===== config.mk =====
export PLATFORM = sky130hd
export DESIGN_NAME = fifo_merge_ctrl
export DESIGN_NICKNAME = d
export VERILOG_FILES = /design/src/rtl/fifo_merge_ctrl.sv
export SDC_FILE = /design/constraint.sdc
export NUM_CORES = 1
export LEC_CHECK = 0
export CORE_UTILIZATION = 40
export CTS_CLUSTER_SIZE = 40
export DETAILED_ROUTE_END_ITERATION = 8
export HOLD_SLACK_MARGIN = 0.02
export MAX_ROUTING_LAYER = met4
export PLACE_DENSITY = 0.76
export SETUP_SLACK_MARGIN = 0.4
export SLEW_MARGIN = 20
export SYNTH_ARGS = -nofsm -noshare
export SYNTH_HDL_FRONTEND = slang
export SYNTH_SLANG_ARGS = --single-unit

===== constraint.sdc =====
create_clock -name clk -period 8.3 [get_ports clk]
set_input_delay 1.66 -clock clk [delete_from_list [all_inputs] [get_ports clk]]
set_output_delay 1.66 -clock clk [all_outputs]
set_load 0.005 [all_outputs]

===== src/rtl/fifo_merge_ctrl.sv =====
// Merge-stage controller: drains two ascending (or descending) sorted-run FIFOs
// into one merged run in an output FIFO, from a start pulse to a done pulse.
module fifo_merge_ctrl #(
    parameter int DATA_W  = 32,
    parameter int LEN_W   = 16,
    parameter bit DESCEND = 1'b0
) (
    input  logic              clk,
    input  logic              rst,
    input  logic              start,
    input  logic [LEN_W-1:0]  run_len_a,
    input  logic [LEN_W-1:0]  run_len_b,
    output logic              busy,
    output logic              done,
    input  logic [DATA_W-1:0] a_dout,
    input  logic              a_empty,
    output logic              a_rd_en,
    input  logic [DATA_W-1:0] b_dout,
    input  logic              b_empty,
    output logic              b_rd_en,
    output logic [DATA_W-1:0] out_din,
    output logic              out_wr_en,
    input  logic              out_full,
    output logic [LEN_W-1:0]  out_count
);

    localparam logic [LEN_W-1:0]  LEN_ZERO  = {LEN_W{1'b0}};
    localparam logic [LEN_W-1:0]  LEN_ONE   = LEN_W'(1);
    localparam logic [DATA_W-1:0] DATA_ZERO = {DATA_W{1'b0}};

    typedef enum logic [1:0] {
        ST_IDLE  = 2'd0,
        ST_MERGE = 2'd1,
        ST_DONE  = 2'd2
    } state_t;

    state_t            state_r;
    state_t            state_nxt_s;
    logic [DATA_W-1:0] head_a_r;
    logic [DATA_W-1:0] head_b_r;
    logic              va_r;
    logic              vb_r;
    logic              pa_r;
    logic              pb_r;
    logic [LEN_W-1:0]  rem_a_r;
    logic [LEN_W-1:0]  rem_b_r;
    logic [LEN_W-1:0]  count_r;
    logic              merge_s;
    logic              exh_a_s;
    logic              exh_b_s;
    logic              a_first_s;
    logic              cons_a_s;
    logic              cons_b_s;
    logic              rd_a_s;
    logic              rd_b_s;
    logic              launch_s;
    logic [DATA_W-1:0] din_s;

    // Compare, read-issue, output select and next-state decode
    always_comb begin
        state_nxt_s = state_r;
        din_s       = DATA_ZERO;
        merge_s     = (state_r == ST_MERGE);
        launch_s    = (state_r == ST_IDLE) && start;
        exh_a_s     = (rem_a_r == LEN_ZERO) && !pa_r && !va_r;
        exh_b_s     = (rem_b_r == LEN_ZERO) && !pb_r && !vb_r;
        // Ties go to A so equal keys keep their run order
        if (DESCEND) begin
            a_first_s = (head_a_r >= head_b_r);
        end else begin
            a_first_s = (head_a_r <= head_b_r);
        end
        cons_a_s = !rst && merge_s && !out_full && va_r && (exh_b_s || (vb_r && a_first_s));
        cons_b_s = !rst && merge_s && !out_full && vb_r && (exh_a_s || (va_r && !a_first_s));
        rd_a_s   = !rst && merge_s && (rem_a_r != LEN_ZERO) && !a_empty && !pa_r && (!va_r || cons_a_s);
        rd_b_s   = !rst && merge_s && (rem_b_r != LEN_ZERO) && !b_empty && !pb_r && (!vb_r || cons_b_s);
        if (cons_a_s) begin
            din_s = head_a_r;
        end else if (cons_b_s) begin
            din_s = head_b_r;
        end else begin
            din_s = DATA_ZERO;
        end
        case (state_r)
            ST_IDLE: begin
                if (start) begin
                    state_nxt_s = ST_MERGE;
                end else begin
                    state_nxt_s = ST_IDLE;
                end
            end
            ST_MERGE: begin
                if (exh_a_s && exh_b_s) begin
                    state_nxt_s = ST_DONE;
                end else begin
                    state_nxt_s = ST_MERGE;
                end
            end
            ST_DONE: state_nxt_s = ST_IDLE;
            default: state_nxt_s = ST_IDLE;
        endcase
    end

    // State register
    always_ff @(posedge clk) begin
        if (rst) begin
            state_r <= ST_IDLE;
        end else begin
            state_r <= state_nxt_s;
        end
    end

    // Side A: remaining count, read-pending flag and head register
    always_ff @(posedge clk) begin
        if (rst) begin
            rem_a_r  <= LEN_ZERO;
            pa_r     <= 1'b0;
            va_r     <= 1'b0;
            head_a_r <= DATA_ZERO;
        end else begin
            if (launch_s) begin
                rem_a_r <= run_len_a;
            end else if (rd_a_s) begin
                rem_a_r <= rem_a_r - LEN_ONE;
            end
            pa_r <= rd_a_s;
            if (pa_r) begin
                head_a_r <= a_dout;
                va_r     <= 1'b1;
            end else if (cons_a_s) begin
                va_r <= 1'b0;
            end
        end
    end

    // Side B: remaining count, read-pending flag and head register
    always_ff @(posedge clk) begin
        if (rst) begin
            rem_b_r  <= LEN_ZERO;
            pb_r     <= 1'b0;
            vb_r     <= 1'b0;
            head_b_r <= DATA_ZERO;
        end else begin
            if (launch_s) begin
                rem_b_r <= run_len_b;
            end else if (rd_b_s) begin
                rem_b_r <= rem_b_r - LEN_ONE;
            end
            pb_r <= rd_b_s;
            if (pb_r) begin
                head_b_r <= b_dout;
                vb_r     <= 1'b1;
            end else if (cons_b_s) begin
                vb_r <= 1'b0;
            end
        end
    end

    // Output element counter for the current pass
    always_ff @(posedge clk) begin
        if (rst) begin
            count_r <= LEN_ZERO;
        end else if (launch_s) begin
            count_r <= LEN_ZERO;
        end else if (cons_a_s || cons_b_s) begin
            count_r <= count_r + LEN_ONE;
        end
    end

    assign a_rd_en   = rd_a_s;
    assign b_rd_en   = rd_b_s;
    assign out_wr_en = cons_a_s || cons_b_s;
    assign out_din   = din_s;
    assign busy      = merge_s;
    assign done      = (state_r == ST_DONE);
    assign out_count = count_r;

endmodule

==> metrics.md, run 1 <==
| Metric | Value |
|---|---|
| Antenna Nets Post-Route | 0 |
| Worst Hold Class | reg -> reg |
| DR pass1 iterations | 5 |
| Vias in the first global route | around 5300 |
| Drt drc | 0 |
| # rows | 45 |
| Finished Cell Area | around 8600 sq um |
| Post-DP HPWL | roughly 12000 um |
| Worst Path Max Fanout | 28 |
| Multiplexer share of the synthesized area | 0.103 |
| WL met2 | approximately 7600 um |
| Combinational Power Share | 0.134 |
| Status | finished, final reports clean |
| Initial antenna violation count | 0 |
| First-pass GRT wire length | roughly 26000 um |
| Crit path required time | between 6 and 7 ns |
| Actual slew at the worst max-slew pin | 0.997 ns |
| Total Routed Length | roughly 16000 um |
| Tmin final | just under 6 ns |
| Worst hold path depth | 2 |
| Ports | about 160 |
| MaxCap Viol Count | 0 |
| Crit end category | primary output |
| Simple-Gate Fraction of Synth Area | 0.197 |
| Final setup viols | 0 |
| Adder-cell share of the synthesized area | 0.0696 |
| CP max stage delay | about 0.55 ns |
| Setup bufs post-CTS | 0 |
| Congestion Overflow GR | 0 |
| WL per Instance | 15.2 um |
| Share of the synthesized area in the top cell type | 0.375 |
| Die width | ~130 um |
| Clock sinks | 118 |
| Total leakage power | 3.08 nW |
| Vias post-DR | roughly 5600 |
| Register share of total power | 0.382 |
| WL met1 | between 7000 and 8000 um |
| Initial Util | 0.412 |
| Power share of the clock group | 0.484 |
| Post-Syn Area | roughly 6300 sq um |
| Largest family of logic cells by synthesized area | simple AND/OR/NAND/NOR gates |
| Fmax achieved | 0.170 GHz |
| Port Buffers | approximately 150 |
| Slew Limit Headroom | 0.335 |
| Mapped Avg Cell Area | a little under 9 sq um |
| Diodes inserted | 0 |
| Synth Area in Compound Gates | 0.164 |
| Die Ht | 127 um |
| Net Sw Frac | 0.241 |
| Synth area leader | dfxtp_1 |
| Worst reg2reg setup slack | ~4.9 ns |
| Switching pwr | between 0.3 and 0.4 mW |
| Final Max Tran Viols | 0 |
| Clock Skew | 0.00856 ns |
| Final Wtd Congestion | around 0.85 |
| EDFF count, synth | 0 |
| Crit-path cells | buf_2 -> or3b_2 -> or2_2 -> nor2_1 -> nand4_1 -> a21o_1 -> inv_1 -> clkdlybuf4s50_1 |
| DR vias/cell | 5.23 |
| First DRT Iteration DRCs | roughly 350 |
| Num CTS Buffers | 17 |
| Register bit total from synthesis | roughly 120 |
| Max IR drop VDD | ~150 uV |
| Met3 routed WL | 882 um |
| Htree depth | 4 |
| Mapped Cells | approximately 720 |
| Main synth FF type | dfxtp_1 |
| Syn. warnings | 0 |
| Total track usage | 0.214 |
| Clock buffer depth | 2 |
| PostCTS Resize Cnt | 0 |
| Pint | approximately 1.2 mW |
| Fin nets | about 1000 |
| Die area | between 15000 and 20000 sq um |
| Period utilization | 0.709 |
| Crit Path Category | in -> out |
| Cts hold-fix bufs | 0 |
| Final Hold Viols | 0 |
| Post-synth cell types | 54 |
| CTS tree | yes |
| Critical Path AT | between 4 and 5 ns |
| Critical R2R Launch | head_b_r[31]$_SDFFE_PP0P_ |
| Share of flip-flops with an asynchronous set or reset | 0 |
| Hold Crit Endpoint | out_count[12]$_SDFFE_PP0P_ |
| Startpoint types | input pin |
| Area contributors post-synth | dfxtp_1 (38%), mux2i_1 (10%), ha_1 (7.0%) |
| Maximum number of pins on one net before global-route repair | about 90 |
| Xor/xnor share of the synthesized area | 0.0376 |
| DR top layer | met4 |
| Unrepaired setup endpoints after global routing | no |
| Slowest CP cell | clkdlybuf4s50_1 |
| Area Growth Syn to Fin | 36.8% |
| Hold Path Origin | out_count[12]$_SDFFE_PP0P_ |
| Later-pin clock latency in the skew report | just over 0.4 ns |
| Core Footprint | between 15000 and 20000 sq um |
| Register area share after synthesis | 0.375 |
| Syn_nets | around 850 |
| Worst r2r dst | rem_a_r[13]$_SDFFE_PP0P_ |
| Root Driver | clkbuf_16 |
| Dpl cell area | ~8000 sq um |
| Share of cells above drive strength 1 | 0.0668 |
| TNS Setup | 0 ns |
| Worst Reg-to-Reg Cells | 9 |
| Cell Pwr Density | about 190 nW/um^2 |
| Clock slew at reported path FFs | 0.05 ns |
[worst max-delay path, delay by kind of cell]
kind | cells | cell delay [ns]
buffers and inverters | 3 | 0.93
AND/OR/NAND/NOR | 4 | 1.15
AO/OA/AOI/OAI | 1 | 0.48
[power by group through the flow]
stage / clock (mW) / combinational, mW / sequential (mW)
2_1_floorplan: 0 / 0.135 / 0.619
3_3_place_gp: 0 / 0.213 / 0.626
3_5_place_dp: 0 / 0.215 / 0.626
4_1_cts: 0.792 / 0.218 / 0.615
5_1_grt: 0.824 / 0.239 / 0.618
6_report: 0.780 / 0.216 / 0.615
[metrics by stage]
stage	util	hold slack [ns]	total power, mW	std cells	setup slack [ns]
6_report	0.564	0.510	1.61	1079	2.42
3_5_place_dp	0.523	0.500	0.842	1048	2.45
3_3_place_gp	0.523	0.492	0.839	1048	2.50
4_1_cts	0.564	0.510	1.62	1079	2.43
2_1_floorplan	-	0.474	0.754	716	3.32
5_1_grt	0.564	0.525	1.68	1079	2.20
[routing by layer]
layer  up-vias  global-route usage
li1       2863                   -
met1      2606               0.271
met2       160               0.335
met3        12              0.0553
met4         0              0.0623
met5         -                   -
[layout make-up]
cell class / instances / area [sq um]
well taps: 211 / 264
multi-input cells: 515 / 3620
inverters: 45 / 169
flip-flops and latches: 118 / 2360
clock buffers: 23 / 478
clock inverters: 8 / 146
fillers: 1348 / 6650
repair buffers: 159 / 1570
[logic make-up (layout without fill, tap and decap cells)]
family	Yosys count	in the layout
and+or+nand+nor	250	250
AOI/OAI and AO/OA	138	138
DFF	118	118
buffers and inverters	83	235
muxes	65	65
adders and majority gates	35	35
xor gates and xnor gates	27	27
[cell usage after synthesis, types with 2 or more instances]
| library cell | instances |
|---|---|
| and3_1 | 6 |
| nand2b_1 | 3 |
| nor2b_1 | 5 |
| a211oi_1 | 12 |
| buf_6 | 2 |
| o21ai_1 | 3 |
| and2_1 | 2 |
| a2111oi_0 | 2 |
| a21oi_1 | 30 |
| or4_1 | 9 |
| o211ai_1 | 3 |
| a311oi_1 | 12 |
| clkbuf_1 | 29 |
| nor4b_1 | 2 |
| xnor2_1 | 18 |
| or2_2 | 4 |
| ha_1 | 35 |
| nand4_1 | 17 |
| nor2_1 | 112 |
| dfxtp_1 | 118 |
| nor4_4 | 2 |
| inv_1 | 44 |
| a22o_1 | 33 |
| nor3_1 | 11 |
| buf_1 | 5 |
| nor4_1 | 5 |
| nand3_1 | 15 |
| mux2i_1 | 65 |
| a211oi_2 | 3 |
| a21o_1 | 3 |
| or4_4 | 3 |
| o31ai_1 | 8 |
| xor2_1 | 9 |
| o21ai_0 | 17 |
| or3_1 | 17 |
| nand2_1 | 33 |
| a2111oi_2 | 2 |
[worst max-delay path by stage]
stage | slack (ns) | startpoint | to | cells after the start
final | 2.42 | rst | a_rd_en | 8
after global routing | 2.20 | head_b_r[31]$_SDFFE_PP0P_ | out_din[15] | 10
after CTS | 2.43 | rst | a_rd_en | 8
after detailed placement | 2.45 | rst | a_rd_en | 8
after global placement | 2.50 | rst | a_rd_en | 8
after floorplan | 3.32 | rst | out_din[10] | 5
[cell usage in the layout, fill, tap and decap left out, types with 3 or more instances in the layout]
cell and count:
a211oi_1 12, a211oi_2 3, a21o_1 3, a21oi_1 29, a22o_1 33, a311oi_1 12, and3_1 6, buf_4 5
bufinv_16 4, clkbuf_1 3, clkbuf_16 17, clkbuf_8 3, clkdlybuf4s50_1 153, dfxtp_1 116, ha_1 35, inv_1 44
mux2i_1 65, nand2_1 33, nand2b_1 3, nand3_1 15, nand4_1 17, nor2_1 112, nor2b_1 5, nor3_1 10
nor4_1 5, o211ai_1 3, o21ai_0 17, o21ai_1 3, o31ai_1 8, or2_2 4, or3_1 17, or4_1 9
or4_4 3, xnor2_1 18, xor2_1 9
[sequential cells by signal (all words and copies together), names as in the netlist]
register and flops:
vb_r 1, state_r 2, head_b_r 32, pb_r 1, head_a_r 32, rem_a_r 16
out_count 16, va_r 1, pa_r 1, rem_b_r 16
Note: power is estimated with default switching activity, not from simulation.
==> inputs of run 2 (changes only) <==
Settings changed: PLACE_DENSITY 0.76 to 0.79.
Clock period 8.3 ns to 5.3 ns, I/O delays scaled along.
==> run 2 against run 1 <==
Worst hold slack worse by 0.00095 ns. Via count up 1.3%. Clock skew up 0.0023 ns. Critical path depth unchanged. Utilization up 0.43 points. Flip-flop and latch count unchanged. First-iteration DRC count up 8.1%.
==> metrics.md, run 2 (synthesis gave the netlist of run 1 again) <==
| Metric | Value |
|---|---|
| Status | finished, final reports clean |
| Later-pin clock latency in the skew report | 0.41 ns |
| Placed Cells | around 1100 |
| Clock slew at reported path FFs | around 0.05 ns |
| Share of cells above drive strength 1 | 0.0778 |
| Total leakage power | between 3 and 4 nW |
| Core Footprint | between 15000 and 20000 sq um |
| Fmax achieved | roughly 0.21 GHz |
| WHS | a little over 0.5 ns |
| WL met1 | between 7000 and 8000 um |
| Critical Path AT | approximately 3.7 ns |
| Clock sinks | about 120 |
| WL met2 | 7950 um |
| Max IR drop VDD | 197 uV |
| Clock buffer depth | 2 |
| Cts hold-fix bufs | 0 |
| Period utilization | 0.899 |
| CTS tree | yes |
| Final setup viols | 0 |
| Antenna Nets Post-Route | 0 |
| Non-Filler Instances | roughly 1100 |
| Ports | about 160 |
| Worst Path Max Fanout | 8 |
| DR vias/cell | 5.27 |
| # rows | 45 |
| First DRT Iteration DRCs | ~380 |
| DR pass1 iterations | 5 |
| Root Driver | clkbuf_16 |
| Port Buffers | between 150 and 200 |
| Worst Hold Class | reg -> reg |
| Startpoint types | flip-flop |
| Die width | between 100 and 150 um |
| Total track usage | 0.222 |
| Num CTS Buffers | 17 |
| Die Ht | between 100 and 150 um |
| Crit end category | primary output |
| Tmin final | around 4.8 ns |
| Dpl cell area | approximately 8000 sq um |
| Initial antenna violation count | 0 |
| Top flop regs | head_a_r: 32 flops, head_b_r: 32 flops |
| Congestion Overflow GR | 0 |
| Drt drc | 0 |
| Slew Limit Headroom | 0.337 |
| Post-DP HPWL | between 10000 and 15000 um |
| Unrepaired setup endpoints after global routing | no |
| Vias post-DR | 5713 |
| DR top layer | met4 |
| Final Wtd Congestion | about 0.84 |
| Fin util | 0.569 |
| TNS Setup | 0 ns |
| Finished Cell Area | just under 9000 sq um |
| WL per Instance | around 16 um |
| Clock Skew | between 0.01 and 0.015 ns |
| Most frequent cells in the layout | clkdlybuf4s50_1 (153), dfxtp_1 (116), nor2_1 (112), mux2i_1 (65), inv_1 (44) |
| Actual slew at the worst max-slew pin | between 0.9 and 1 ns |
| Commonest non-fill, non-tap cell in the layout | clkdlybuf4s50_1 |
| Final Max Tran Viols | 0 |
| Crit Path Category | reg -> out |
| MaxCap Viol Count | 0 |
| Initial Util | 0.412 |
| Cell Pwr Density | around 290 nW/um^2 |
| Final Hold Viols | 0 |
| Vias in the first global route | between 5000 and 6000 |
| Die area | 16200 sq um |
| Diodes inserted | 0 |
| Htree depth | 4 |
| Maximum number of pins on one net before global-route repair | 92 |
| Total Routed Length | roughly 17000 um |
| Area Growth Syn to Fin | 37.9% |
| Crit path required time | 4.24 ns |
| Fin nets | about 1000 |
| Met3 routed WL | ~970 um |
| Filler Cell Count | approximately 1400 |
| First-pass GRT wire length | between 20000 and 30000 um |
==> run 2: final timing paths <==
check                             startpoint                    endpoint  slack [ns]  cells past startpoint
setup reg to reg     rem_b_r[2]$_SDFFE_PP0P_    rem_a_r[11]$_SDFFE_PP0P_        2.00                      8
hold reg to reg   out_count[12]$_SDFFE_PP0P_  out_count[12]$_SDFFE_PP0P_        0.51                      2
hold / removal    out_count[12]$_SDFFE_PP0P_  out_count[12]$_SDFFE_PP0P_        0.51                      2
setup / recovery     rem_a_r[7]$_SDFFE_PP0P_                 out_din[28]        0.53                      8
==> run 2: area by class of cell <==
| class | instances | area, sq um | area share |
|---|---|---|---|
| Clock inverter | 8 | 123 | 0.0141 |
| Clock buffer | 23 | 478 | 0.0551 |
| Timing Repair Buffer | 164 | 1620 | 0.186 |
| Inverter | 45 | 169 | 0.0195 |
| Multi-Input combinational cell | 516 | 3660 | 0.422 |
| Sequential cell | 118 | 2360 | 0.273 |
| Tap cell | 211 | 264 | 0.0304 |
==> run 2: where the power goes <==
| part | total (mW) | internal (mW) | leakage [nW] | switching (mW) |
|---|---|---|---|---|
| Sequential | 0.961 | 0.925 | 0.961 | 0.0363 |
| Clock | 1.17 | 0.773 | 0.297 | 0.401 |
| Combinational | 0.360 | 0.178 | 1.85 | 0.182 |
==> run 2: timing repair <==
item	in CTS	in global routing
gates resized for setup	1	9
cloned	1	0
setup buffers	1	1
setup endpoints to repair	19	32
pin swaps	1	1
==> run 2: critical path, cell delays in order (launching register included) <==
cell and delay, ns:
dfxtp_1 0.34, or4_4 0.56, or4_4 0.50, o41ai_4 0.45
nand3_2 0.22, a21oi_4 0.29, buf_4 0.22, a22o_1 0.19
clkdlybuf4s50_1 0.51
==> run 2: routing by layer <==
metal	vias to the layer above	GRT usage
met5	-	-
met4	0	0.0777
met3	14	0.0532
met2	163	0.353
met1	2676	0.275
li1	2860	-
==> run 2: per-stage QoR <==
stage,setup WS (ns),power (mW)
4_1_cts,0.423,2.50
3_5_place_dp,0.655,1.32
6_report,0.535,2.50
3_3_place_gp,0.684,1.31
2_1_floorplan,1.52,1.18
5_1_grt,0.402,2.60
==> inputs of run 3 (changes only) <==
Settings changed: TNS_END_PERCENT from default to 50.
==> results of run 3 <==
Same layout as run 2: the final DEF is identical, and so are final timing and power.
